$ cat config.mk
export PLATFORM = sky130hd
export DESIGN_NAME = bsg_alu_pipelined
export DESIGN_NICKNAME = d
export VERILOG_FILES = /design/src/rtl/bsg_alu_pkg.sv /design/src/rtl/bsg_alu_core.sv /design/src/rtl/bsg_alu_pipelined.sv
export SDC_FILE = /design/constraint.sdc
export NUM_CORES = 1
export LEC_CHECK = 0
export ABC_AREA = 1
export BUFFER_PORTS_ARGS = -buffer_cell sky130_fd_sc_hd__buf_2
export CAP_MARGIN = 10
export CORE_MARGIN = 3
export CORE_UTILIZATION = 50
export CTS_CLUSTER_DIAMETER = 120
export CTS_CLUSTER_SIZE = 14
export DETAILED_ROUTE_END_ITERATION = 16
export GPL_ROUTABILITY_DRIVEN = 0
export HOLD_SLACK_MARGIN = 0.08
export PLACE_DENSITY_LB_ADDON = 0.15
export SLEW_MARGIN = 40
export SYNTH_ARGS = -nofsm -noshare
export SYNTH_HDL_FRONTEND = slang
export SYNTH_HIERARCHICAL = 1
export SYNTH_SLANG_ARGS = --single-unit
$ cat constraint.sdc
create_clock -name clk_i -period 4.2 [get_ports clk_i]
set_input_delay 0 -clock clk_i [delete_from_list [all_inputs] [get_ports clk_i]]
set_output_delay 0 -clock clk_i [all_outputs]
set_load 0.005 [all_outputs]
$ cat src/rtl/bsg_alu_pkg.sv
// bsg_alu_pkg: op codes and flag bundle shared by the pipelined ALU and its core
package bsg_alu_pkg;
  typedef enum logic [2:0] {
    OP_AND  = 3'b000,
    OP_XOR  = 3'b001,
    OP_NAND = 3'b010,
    OP_ADD  = 3'b011,
    OP_SUB  = 3'b100,
    OP_OR   = 3'b101,
    OP_SLT  = 3'b110,
    OP_ACC  = 3'b111
  } bsg_alu_op_e;
  typedef struct packed {
    logic zero;
    logic carry;
    logic overflow;
  } bsg_alu_flags_s;
endpackage

$ cat src/rtl/bsg_alu_core.sv
// bsg_alu_core: combinational 8-op ALU with one adder shared by ADD/SUB/ACC
module bsg_alu_core
  import bsg_alu_pkg::*;
#(
  parameter int width_p = 32
) (
  input  bsg_alu_op_e          op_i,
  input  logic [width_p-1:0]   a_i,
  input  logic [width_p-1:0]   b_i,
  input  logic [width_p-1:0]   acc_i,
  output logic [width_p-1:0]   data_o,
  output bsg_alu_flags_s       flags_o
);
  logic [width_p-1:0] b_eff;
  logic [width_p:0]   sum;
  logic               arith;
  always_comb begin
    b_eff = op_i == OP_SUB ? ~b_i : op_i == OP_ACC ? acc_i : b_i;
    sum   = {1'b0, a_i} + {1'b0, b_eff} + {{width_p{1'b0}}, op_i == OP_SUB};
    arith = op_i inside {OP_ADD, OP_SUB, OP_ACC};
    case (op_i)
      OP_AND:  data_o = a_i & b_i;
      OP_XOR:  data_o = a_i ^ b_i;
      OP_NAND: data_o = ~(a_i & b_i);
      OP_OR:   data_o = a_i | b_i;
      OP_SLT:  data_o = {{(width_p-1){1'b0}}, $signed(a_i) < $signed(b_i)};
      default: data_o = sum[width_p-1:0];
    endcase
    flags_o.zero     = data_o == '0;
    flags_o.carry    = arith & sum[width_p];
    flags_o.overflow = arith & (a_i[width_p-1] == b_eff[width_p-1])
                             & (sum[width_p-1] != a_i[width_p-1]);
  end
endmodule

$ cat src/rtl/bsg_alu_pipelined.sv
// bsg_alu_pipelined: two-stage ALU, valid/ready in, valid/yumi out, with accumulator
module bsg_alu_pipelined
  import bsg_alu_pkg::*;
#(
  parameter int width_p = 32
) (
  input  logic                clk_i,
  input  logic                reset_n_i,
  input  logic                v_i,
  output logic                ready_o,
  input  bsg_alu_op_e         op_i,
  input  logic [width_p-1:0]  a_i,
  input  logic [width_p-1:0]  b_i,
  input  logic                acc_clear_i,
  output logic                v_o,
  output logic [width_p-1:0]  data_o,
  output logic                zero_o,
  output logic                carry_o,
  output logic                overflow_o,
  input  logic                yumi_i
);
  logic               s0_v_q, s0_v_d, s1_v_q, s1_v_d;
  bsg_alu_op_e        op_q;
  logic [width_p-1:0] a_q, b_q, data_q, acc_q, acc_d, acc_eff, res;
  bsg_alu_flags_s     flags_q, flags;
  logic               s1_en, move, accept;
  assign s1_en   = !s1_v_q | yumi_i;
  assign move    = s0_v_q & s1_en;
  assign ready_o = !s0_v_q | s1_en;
  assign accept  = v_i & ready_o;
  // a clear in the same cycle as an ACC move is seen by that ACC
  assign acc_eff = acc_clear_i ? '0 : acc_q;
  assign acc_d   = (move && op_q == OP_ACC) ? res : acc_eff;
  assign s0_v_d  = accept | (s0_v_q & !move);
  assign s1_v_d  = move | (s1_v_q & !yumi_i);
  bsg_alu_core #(.width_p(width_p)) core (
    .op_i    (op_q),
    .a_i     (a_q),
    .b_i     (b_q),
    .acc_i   (acc_eff),
    .data_o  (res),
    .flags_o (flags)
  );
  always_ff @(posedge clk_i or negedge reset_n_i)
    if (!reset_n_i) begin
      s0_v_q  <= 1'b0;
      s1_v_q  <= 1'b0;
      op_q    <= OP_AND;
      a_q     <= '0;
      b_q     <= '0;
      data_q  <= '0;
      flags_q <= '0;
      acc_q   <= '0;
    end else begin
      s0_v_q <= s0_v_d;
      s1_v_q <= s1_v_d;
      acc_q  <= acc_d;
      if (accept) begin
        op_q <= op_i;
        a_q  <= a_i;
        b_q  <= b_i;
      end
      if (move) begin
        data_q  <= res;
        flags_q <= flags;
      end
    end
  assign v_o        = s1_v_q;
  assign data_o     = data_q;
  assign zero_o     = flags_q.zero;
  assign carry_o    = flags_q.carry;
  assign overflow_o = flags_q.overflow;
endmodule

Word level (Yosys, flattened, before mapping)
Cells that the tools add are included.
Cells by class
  mux-type cells: 5
  equality and inequality tests: 9
  magnitude comparators: 1
  multiply operators: 0
  bitwise operators: 16
  div/mod/pow operators: 0
  $add $sub $neg: 2
  shift-type cells: 0
  reductions and logical operators: 8
Operator list (number)
  case mux 32 bit (5 select lines): 1
  2-to-1 mux 32 bit: 4
  inverter 32 bit: 2
  adder 32 x 32 -> 33 bit: 1
  adder 33 x 1 -> 33 bit: 1
  AND 32 bit: 1
  logical NOT 32 bit: 1
  less-than comparator 32 bit: 1
  OR 32 bit: 1
  XOR 32 bit: 1
  equality test 3 bit (second input constant): 4
  AND 1 bit: 7
  equality test 3 x 2 -> 1 bit (second input constant): 2
  logical NOT 1 bit: 4
  OR 1 bit: 4
  equality test 3 x 1 -> 1 bit (second input constant): 1
  logical NOT 3 bit: 1
  nonzero test 3 bit: 1
  equality test 1 bit: 1
  logical AND 1 bit: 1
  != test 1 bit: 1
Storage, ports and cells
  memories: 0
  flip-flop bits (word level): 136
  latch bits: 0
  bits in read-only memories: 0
  RAM bits: 0
  logic and storage cells: 51
  bits of input ports: 72
  output and inout bits: 37

Logic depth before layout (Yosys ltp)
Gate-level depths: netlist of the first run.
  depth after elaboration: 7
  gate-level depth with buffers: 31

Hierarchy
The synthesis of the first run kept the hierarchy.
Modules (own cells, without submodules)
  bsg_alu_core: instances 1, area an instance 5914.4 µm², cells an instance 1070, sequential area each 0.0 µm²
  bsg_alu_pipelined: instances 1, area an instance 5671.7 µm², cells an instance 659, sequential area each 3403.3 µm²

Worst setup path before layout of the first run
OpenSTA, ideal clock, no wires.
  path type: register -> register
  from: reg op_q[0]
  to: reg flags_q, in the netlist zero_o
  path slack: 0.847 ns
  path buffers: 3
  stages on the path, launching flop included: 32
  data required time: 4.135 ns
  arrival time: 3.288 ns
  clock period less this slack: 3.353 ns
  cell sequence: dfrtp_1 -> buf_4 -> nor2_1 -> nand2_1 -> clkbuf_1 -> clkbuf_1 -> nand2_1 -> o21ai_0 -> inv_1 -> fa_1 -> inv_1 -> fa_1 -> inv_1 -> nand3_1 -> nand2_2 -> nand2_1 -> nand2_1 -> nand2_1 -> nand2_1 -> nand3_1 -> nand2_1 -> nand2_1 -> nand2_1 -> nand2_1 -> nand2_1 -> nor2_1 -> nand2_1 -> nor2_1 -> nand2_1 -> nor2_1 -> nand2_1 -> nand2_1
RTL lines
  from (decl): line bsg_alu_pipelined.sv:23  | bsg_alu_op_e op_q;
  from (signal assigned): line bsg_alu_pipelined.sv:59  | op_q <= op_i;
  to (signal assigned): line bsg_alu_pipelined.sv:65  | flags_q <= flags;
  to (decl): line bsg_alu_pipelined.sv:25  | bsg_alu_flags_s flags_q, flags;

==> metrics.md, run 1 <==
| Metric | Value |
|---|---|
| Num rows | 55 |
| Met2 Use GR | 39.4% |
| CP arrival | 4.11 ns |
| First-iteration detailed-routing DRC count | 1,119 |
| Cell Area, Synth | 11,600 µm² |
| Syn Area/Cell | 6.70 µm² |
| GR Util All Layers | 28.3% |
| Violated checks | design-rule violations |
| Most Crowded Layer GR | met1 |
| Seq/Total Area, Yosys | 29.4% |
| Setup CP Type | reg -> reg |
| CP max-delay cell | dfrtp_1 |
| Clock root buffer | clkbuf_16 |
| M1 GR Usage | 45.0% |
| Most frequent cells in the layout | 620 x nand2_1, 236 x inv_1, 153 x nand3_1, 136 x dfrtp_1, 128 x ha_1 |
| Setup Fix Bufs, Post-CTS | 0 |
| Syn Inst Count | 1,729 |
| Post-synth net total | 1,931 |
| HPWL Detailed | 25,600 µm |
| Yosys reg bits | 136 |
| Worst skew pair latency | 0.42 ns |
| Total gr overflow | 0 |
| Worst VDD drop | 0.000281 V |
| Async SR Flop Fraction | 100% |
| Chip width | 158 µm |
| GRT met3 Usage | 3.28% |
| Final Cycle Share | 89.4% |
| Post-synth cell types | 48 |
| Initial Util | 51.0% |
| Vias in the first global route | 10,680 |
| Vias/cell | 5.42 |
| Crit path largest cell delay | 0.41 ns |
| CTS max path bufs | 2 |
| Unrepaired setup endpoints after global routing | false |
| Most common cell after layout, fill and taps aside | nand2_1 |
| Critical path peak fanout | 65 |
| Slew margin rel. | 49.7% |
| Crit path required time | 4.56 ns |
| CTS clk-pin slew, worst paths | 0.06 ns |
| Total Neg Setup Slack | 0 ns |
| Drt drc | 1 |
| Via Count | 11,899 |
| Wire per inst | 15.9 µm |
| IO Port Bufs | 108 |
| Final setup fails | 0 |
| Final Hold Violating Endpoints | 0 |
| I/O pin count | 109 |
| Final core utilization | 61.4% |
| Cell mode on critical path | nand2_1 |
| CTS tree | yes |
| Core Area | 22,700 µm² |
| Drt total wl | 35,000 µm |
| CTS Buf Count | 17 |
| MaxCap Viol Count | 0 |
| H-tree depth | 4 |
| Worst-Margin Slew | 0.755 ns |
| Share of cells above drive strength 1 | 9.63% |
| Antenna violations before repair | 0 |
| Ant. Diodes | 0 |
| Clk_skew | 0.00956 ns |
| Synth Flop Type | dfrtp_1 |
| Area growth syn-to-layout | 20.3% |
| Die Ht | 158 µm |
| Worst setup SP type | register |
| Die area | 25,000 µm² |
| Drt first pass iters | 11 |
| Status | finished with violations |
| Leak | 8.07 nW |
| # nets final | 2,100 |
| Total Power | 6.50 mW |
| CP Capture Type | register |
| Fmax | 0.266 GHz |
| PwrDens | 466 nW/µm² |
| Clk sinks | 136 |
| WHS | 0.211 ns |
| YS warnings | 6 |
| Hold crit path type | in -> reg |
| Minimum clock period | 3.76 ns |
| Number of synthesized flops with an enable pin | 0 |
| Final-report max-slew violation count | 0 |
| First-pass GRT wire length | 55,900 µm |
| Largest net degree at the start of global routing | 101 |
| ANT nets after route | 0 |
==> metal layers <==
layer / routed length, µm / part of all wire [%]
met3: 2880 / 8.2
met2: 14100 / 40
met4: 800 / 2.3
met1: 17200 / 49
met5: 0 / 0
==> flip-flops by register name (all words and copies together), names as in the netlist <==
register / flops
op_q: 3
overflow_o: 1
b_q: 32
acc_q: 32
carry_o: 1
s0_v_q: 1
a_q: 32
data_o: 32
v_o: 1
zero_o: 1
==> through the flow <==
step	cells	setup slack, ns	cell area [µm²]
after floorplan	1729	0.847	11600
after global placement	2066	0.452	12300
after detailed placement	2067	0.478	12300
after CTS	2193	0.447	13900
after global routing	2195	0.00269	13900
final	2195	0.444	13900
==> layout make-up <==
type | count | area (µm²)
sequential | 136 | 3400
timing repair buffer | 223 | 1690
clock inverter | 12 | 200
clock buffer | 19 | 443
multi-input combinational | 1276 | 6920
fill | 2163 | 8770
tap | 285 | 357
inverter | 244 | 918
==> worst max-delay path: cells and delay by family, from the launching register on <==
family          cells  cell delay, ns
fa+ha+maj           2            0.60
flops               1            0.41
buf+inv             5            0.64
compound gates      1            0.08
simple gates       21            1.98
==> synthesized netlist by cell type, types with 2 or more instances <==
library cell / instances / share of area (%)
nand4_1: 9 / 0.49
o22ai_1: 28 / 1.5
xnor2_1: 2 / 0.15
a21boi_1: 2 / 0.13
nor3_2: 2 / 0.17
nand3_1: 154 / 6.7
a21oi_1: 42 / 1.8
or2_2: 3 / 0.16
clkbuf_1: 30 / 0.97
nand3b_1: 8 / 0.52
a211oi_1: 3 / 0.19
inv_1: 238 / 7.7
buf_2: 29 / 1.3
nand2b_1: 2 / 0.11
o21a_1: 2 / 0.13
nor2_1: 80 / 2.6
a221oi_2: 2 / 0.26
buf_4: 6 / 0.39
o21ai_1: 4 / 0.17
o21bai_1: 41 / 2.7
ha_1: 128 / 14
nand2_2: 2 / 0.11
a221oi_1: 23 / 1.7
inv_2: 5 / 0.16
xor2_1: 3 / 0.23
buf_6: 4 / 0.39
fa_1: 2 / 0.35
nor3_1: 12 / 0.52
nor4_1: 2 / 0.11
o221ai_1: 2 / 0.15
buf_1: 3 / 0.097
dfrtp_1: 136 / 29
nand2_1: 621 / 20
a21oi_2: 2 / 0.15
nand3_2: 3 / 0.26
o21ai_0: 81 / 3.5
o211ai_1: 2 / 0.13
==> power by group <==
| group | total, mW | internal (mW) | switching (mW) |
|---|---|---|---|
| clock network | 1.67 | 1.07 | 0.604 |
| logic | 3.05 | 1.08 | 1.96 |
| registers | 1.78 | 1.57 | 0.217 |
| total | 6.50 | 3.71 | 2.78 |
==> path summary, 6_finish.rpt <==
kind / slack [ns] / end / cells after the start / start
worst max-delay path: 0.44 / zero_o / 29 / op_q[0]
worst min-delay path: 0.21 / acc_q[5] / 5 / acc_clear_i
worst max register to register: 0.44 / zero_o / 29 / op_q[0]
worst min register to register: 0.47 / data_o[23] / 2 / data_o[23]
max in group asynchronous: 2.83 / a_q[25] / 4 / reset_n_i
min in group asynchronous: 0.57 / data_o[10] / 3 / reset_n_i
==> repair_timing <==
action / 4_1_cts / 5_1_grt
resized for setup: 0 / 1
endpoints found under the setup margin: 0 / 1
hold endpoints to repair: 168 / 14
hold buffers: 95 / 1
==> logic make-up (layout without fill, tap and decap cells) <==
| logic type | count (synthesis) | count (layout) | synth area share (%) |
|---|---|---|---|
| flip-flops | 136 | 136 | 29.4 |
| XOR/XNOR | 5 | 5 | 0.378 |
| AO/OA/AOI/OAI | 240 | 240 | 13.0 |
| AND/OR/NAND/NOR | 901 | 901 | 32.0 |
| buffers and inverters | 317 | 498 | 11.1 |
| adder cells (fa/ha/maj) | 130 | 130 | 14.2 |
Note: power is estimated with default switching activity, not from simulation.
==> inputs of run 2 (changes only) <==
--- a/config.mk
+++ b/config.mk
@@ -14,6 +14,7 @@
 export CTS_CLUSTER_SIZE = 14
 export DETAILED_ROUTE_END_ITERATION = 16
 export GPL_ROUTABILITY_DRIVEN = 0
+export GPL_TIMING_DRIVEN = 0
 export HOLD_SLACK_MARGIN = 0.08
 export PLACE_DENSITY_LB_ADDON = 0.15
 export SLEW_MARGIN = 40
==> metrics.md, run 2 (synthesized netlist as in run 1, its figures left out) <==
| Metric | Value |
|---|---|
| Status | finished, final reports clean |
| Die Ht | 158 µm |
| Area growth syn-to-layout | 20.6% |
| Drt total wl | 38,200 µm |
| Ant. Diodes | 0 |
| Drt drc | 0 |
| Share of cells above drive strength 1 | 11.3% |
| CTS tree | yes |
| Fmax | 0.260 GHz |
| Fin area | 14,000 µm² |
| Setup CP Type | reg -> reg |
| CTS Buf Count | 17 |
| Worst-Margin Slew | 0.708 ns |
| Vias in the first global route | 11,553 |
| GR Util All Layers | 30.6% |
| P_sw | 2.86 mW |
| Vias/cell | 5.47 |
| Antenna violations before repair | 1 |
| Worst skew pair latency | 0.43 ns |
| Initial Util | 51.0% |
| Reg2reg path depth | 29 |
| Portion of total power attributed to sequential cells | 27.4% |
| Minimum clock period | 3.85 ns |
| Num rows | 55 |
| Reg2reg end | zero_o |
| Critical path peak fanout | 10 |
| Most frequent cells in the layout | 620 x nand2_1, 238 x inv_1, 153 x nand3_1, 135 x buf_2, 134 x dfrtp_1 |
| Via Count | 12,194 |
| Chip width | 158 µm |
| H-tree depth | 4 |
| Final Cycle Share | 91.7% |
| Final setup fails | 0 |
| Slew margin rel. | 52.4% |
| Final-report max-slew violation count | 0 |
| HPWL Detailed | 29,100 µm |
| Clk_skew | 0.00980 ns |
| CP arrival | 4.21 ns |
| Most common cell after layout, fill and taps aside | nand2_1 |
| Worst R2R Setup Slack | 0.35 ns |
| Leak | 8.17 nW |
| I/O pin count | 109 |
| First-pass GRT wire length | 59,400 µm |
| # nets final | 2,135 |
| Place WS | -0.153 ns |
| Clock root buffer | clkbuf_16 |
| Hold crit path type | in -> async |
| Crit path required time | 4.56 ns |
| CTS max path bufs | 2 |
| CP max-delay cell | dfrtp_1 |
| DP Area | 12,500 µm² |
| Largest net degree at the start of global routing | 73 |
| PwrDens | 470 nW/µm² |
| Clk sinks | 136 |
| CP Capture Type | register |
| CTS clk-pin slew, worst paths | 0.06 ns |
| Drt first pass iters | 6 |
| Clock Power Share | 24.9% |
| Wire per inst | 17.1 µm |
| Final core utilization | 61.6% |
| Core Area | 22,700 µm² |
| Crit path largest cell delay | 0.42 ns |
| Pint | 3.71 mW |
| R2r startpoint | op_q[0] |
| Cell mode on critical path | nand2_1 |
| Die area | 25,000 µm² |
| IO Port Bufs | 107 |
| First-iteration detailed-routing DRC count | 1,285 |
| Total Neg Setup Slack | 0 ns |
| ANT nets after route | 0 |
| Worst setup SP type | register |
| MaxCap Viol Count | 0 |
| PnR worst setup slack | 0.348 ns |
| Sw frac | 43.5% |
| Final Hold Violating Endpoints | 0 |
| Worst VDD drop | 0.000232 V |
| Combinational share of power | 47.7% |
| Fillers | 2,132 |
| Total gr overflow | 0 |
-- run 2: how the worst max path moves through the flow --
stage,from,slack (ns),end,cells past startpoint
3_5_place_dp,op_q[0],-0.15,zero_o,31
2_1_floorplan,op_q[0],0.85,zero_o,31
3_3_place_gp,op_q[0],-0.10,zero_o,31
4_1_cts,op_q[0],0.03,zero_o,30
5_1_grt,op_q[0],-0.01,zero_o,30
6_report,op_q[0],0.35,zero_o,29
-- run 2: cell type report --
cell class | instances | area, µm² | area share [%]
multi-input combinational | 1276 | 6930 | 49.5
tap | 285 | 357 | 2.55
buffer | 72 | 389 | 2.78
timing repair buffer | 186 | 1340 | 9.61
clock buffer | 20 | 467 | 3.34
inverter | 244 | 918 | 6.57
sequential | 136 | 3410 | 24.4
clock inverter | 12 | 173 | 1.24
-- run 2: through the flow --
step / total power, mW / hold slack, ns / std cells
after global placement: 4.68 / 0.232 / 2121
after CTS: 6.47 / 0.0823 / 2227
after detailed placement: 4.76 / -0.0228 / 2122
after global routing: 7.05 / 0.140 / 2231
after floorplan: 3.79 / -0.296 / 1729
final: 6.56 / 0.102 / 2231
-- run 2: worst max-delay path, delay by kind of cell (launching register included) --
family / cells / cell delay [ns]
AOI/OAI and AO/OA: 1 / 0.16
DFF: 1 / 0.42
adders and majority gates: 2 / 0.63
and+or+nand+nor: 21 / 1.94
buffers and inverters: 5 / 0.64
-- run 2: repair_timing --
action | CTS | global route
endpoints found under the setup margin | 1 | 4
setup buffers | 0 | 4
resized for setup | 2 | 30
hold buffers | 74 | 0
endpoints found under the hold margin | 206 | 0
pin swaps | 0 | 0
-- run 2: per-layer routing --
layer,global-route usage [%],vias up,part of all wire [%]
met2,47.8,586,43
met3,5.25,111,9.2
li1,-,5941,-
met4,12.1,2,3.7
met1,42.3,5554,44
met5,0,-,0.026
-- run 2: power groups by stage --
stage	registers (mW)	logic, mW	clock network (mW)
2_1_floorplan	1.77	2.03	0
3_3_place_gp	1.80	2.88	0
3_5_place_dp	1.81	2.95	0
4_1_cts	1.79	3.03	1.65
5_1_grt	1.83	3.51	1.71
6_report	1.80	3.13	1.64
==> inputs of run 3 (changes only) <==
--- a/config.mk
+++ b/config.mk
@@ -8,7 +8,7 @@
 export ABC_AREA = 1
 export BUFFER_PORTS_ARGS = -buffer_cell sky130_fd_sc_hd__buf_2
 export CAP_MARGIN = 10
-export CORE_MARGIN = 3
+export CORE_MARGIN = 4
 export CORE_UTILIZATION = 50
 export CTS_CLUSTER_DIAMETER = 120
 export CTS_CLUSTER_SIZE = 14
@@ -17,7 +17,8 @@
 export GPL_TIMING_DRIVEN = 0
 export HOLD_SLACK_MARGIN = 0.08
 export PLACE_DENSITY_LB_ADDON = 0.15
-export SLEW_MARGIN = 40
+export RECOVER_POWER = 100
+export SLEW_MARGIN = 5
 export SYNTH_ARGS = -nofsm -noshare
 export SYNTH_HDL_FRONTEND = slang
 export SYNTH_HIERARCHICAL = 1
==> metrics.md, run 3 (synthesized netlist as in run 1, its figures left out) <==
| Metric | Value |
|---|---|
| MaxCap Viol Count | 1 |
| Vias/cell | 5.48 |
| Drt total wl | 37,900 µm |
| GR Util All Layers | 29.0% |
| Status | finished with violations |
| Worst skew pair latency | 0.42 ns |
| Drt drc | 0 |
| CTS Buf Count | 17 |
| Hold Crit Start | v_i |
| CTS tree | yes |
| Largest net degree at the start of global routing | 75 |
| Most common cell after layout, fill and taps aside | nand2_1 |
| Num rows | 55 |
| Reg2reg end | zero_o |
| Clock root buffer | clkbuf_16 |
| WHS Endpoint | op_q[2] |
| Critical path peak fanout | 10 |
| First-pass GRT wire length | 59,700 µm |
| PwrDens | 474 nW/µm² |
| H-tree depth | 4 |
| Wire per inst | 17.0 µm |
| Vias in the first global route | 11,583 |
| Initial Util | 51.0% |
| Antenna violations before repair | 0 |
| # nets final | 2,139 |
| WHS | 0.0948 ns |
| First-iteration detailed-routing DRC count | 1,270 |
| Chip width | 160 µm |
| Die Ht | 160 µm |
| R2r startpoint | op_q[0] |
| Hold path cells | 4 |
| Crit path required time | 4.55 ns |
| Clk_skew | 0.00993 ns |
| Worst R2R Setup Slack | 0.33 ns |
| Final Hold Violating Endpoints | 0 |
| Die area | 25,700 µm² |
| CTS clk-pin slew, worst paths | 0.06 ns |
| CTS max path bufs | 2 |
| Final setup fails | 0 |
| Share of cells above drive strength 1 | 9.90% |
| HPWL Detailed | 28,900 µm |
| I/O pin count | 109 |
| Slew margin rel. | -132% |
| Total gr overflow | 0 |
| Reg2reg path depth | 21 |
| Setup CP Type | reg -> reg |
| Fmax | 0.258 GHz |
| IO Port Bufs | 107 |
| Via Count | 12,248 |
| Worst-Margin Slew | 3.49 ns |
| Most frequent cells in the layout | 620 x nand2_1, 238 x inv_1, 154 x nand3_1, 134 x dfrtp_1, 128 x ha_1 |
| CP arrival | 4.23 ns |
| Final-report max-slew violation count | 63 |
| Worst setup SP type | register |
| Ant. Diodes | 0 |
| Worst VDD drop | 0.000280 V |
| Area growth syn-to-layout | 20.8% |
| ANT nets after route | 0 |
| Clk sinks | 136 |
| Hold crit path type | in -> reg |
| CP Capture Type | register |
| Minimum clock period | 3.87 ns |
| Leak | 8.10 nW |
| Drt first pass iters | 5 |
| Core Area | 22,700 µm² |
| Violated checks | max-capacitance violations, max-slew violations |
| Total Power | 6.63 mW |
| Final Cycle Share | 92.2% |
run 3: changes by cell type in the layout (fill, tap and decap cells not counted):
cell           before  now
buf_4               9    7
clkbuf_4            2    1
clkinv_2            4    2
buf_2             135  113
clkbuf_8            3    4
buf_8               1    0
bufinv_16           4    5
clkbuf_1           23   50
dlygate4sd3_1      74   76
nand3_1           153  154
run 3: worst max-delay path by stage:
| stage | slack, ns | endpoint | start |
|---|---|---|---|
| finish | 0.33 | zero_o | op_q[0] |
| global route | -0.05 | zero_o | op_q[0] |
| CTS | 0.04 | zero_o | op_q[0] |
| detailed placement | -0.17 | zero_o | op_q[0] |
| global placement | -0.09 | zero_o | op_q[0] |
| floorplan | 0.85 | zero_o | op_q[0] |
run 3: cell type report:
cell class | count | area [µm²]
well taps | 285 | 357
clock inverters | 11 | 193
fillers | 2113 | 8720
flip-flops and latches | 136 | 3410
repair buffers | 189 | 1340
plain buffers | 72 | 370
multi-input cells | 1277 | 6930
clock buffers | 21 | 480
inverters | 244 | 918
run 3: power breakdown:
part,internal (mW),switching (mW)
clock,1.12,0.609
combinational,1.08,2.02
sequential,1.57,0.234
run 3: worst max-delay path, cell delays in order (launching register included):
cell	delay, ns
dfrtp_1	0.39
buf_6	0.18
nor2_2	0.07
nand2_4	0.15
clkbuf_1	0.43
nand2_1	0.11
o21ai_0	0.09
inv_1	0.06
ha_1	0.35
a21oi_1	0.30
nand2_1	0.12
nand3b_1	0.28
or2_2	0.33
nand3_1	0.08
nand2_1	0.11
nor2_1	0.13
nand2_1	0.08
nor2_1	0.10
nand4_1	0.16
nor2_1	0.14
nand2_1	0.06
nand2_1	0.06
run 3: routing by layer:
layer | part of all wire, % | vias to the layer above | track usage [%]
met5 | 0 | - | 0
met4 | 3.5 | 0 | 11.3
met3 | 8.0 | 89 | 3.35
met2 | 43 | 579 | 45.0
met1 | 45 | 5627 | 41.6
li1 | - | 5953 | -
run 3: metrics by stage:
step | setup slack [ns] | cell area, µm² | util (%) | setup TNS [ns] | std cells
floorplan | 0.847 | 11600 | - | 0 | 1729
global placement | -0.0936 | 12500 | 54.9 | -0.0936 | 2121
detailed placement | -0.174 | 12500 | 55.1 | -0.174 | 2122
CTS | 0.0363 | 13900 | 61.4 | 0 | 2229
global route | -0.0461 | 14000 | 61.6 | -0.0461 | 2235
finish | 0.326 | 14000 | 61.6 | 0 | 2235
run 3: what timing repair did:
| item | in CTS | in global routing |
|---|---|---|
| hold endpoints to repair | 137 | 0 |
| resized for setup | 3 | 29 |
| buffers inserted | 0 | 5 |
| pin swaps | 0 | 1 |
| hold buffers | 76 | 0 |
| gates cloned | 0 | 1 |
| endpoints found under the setup margin | 1 | 2 |
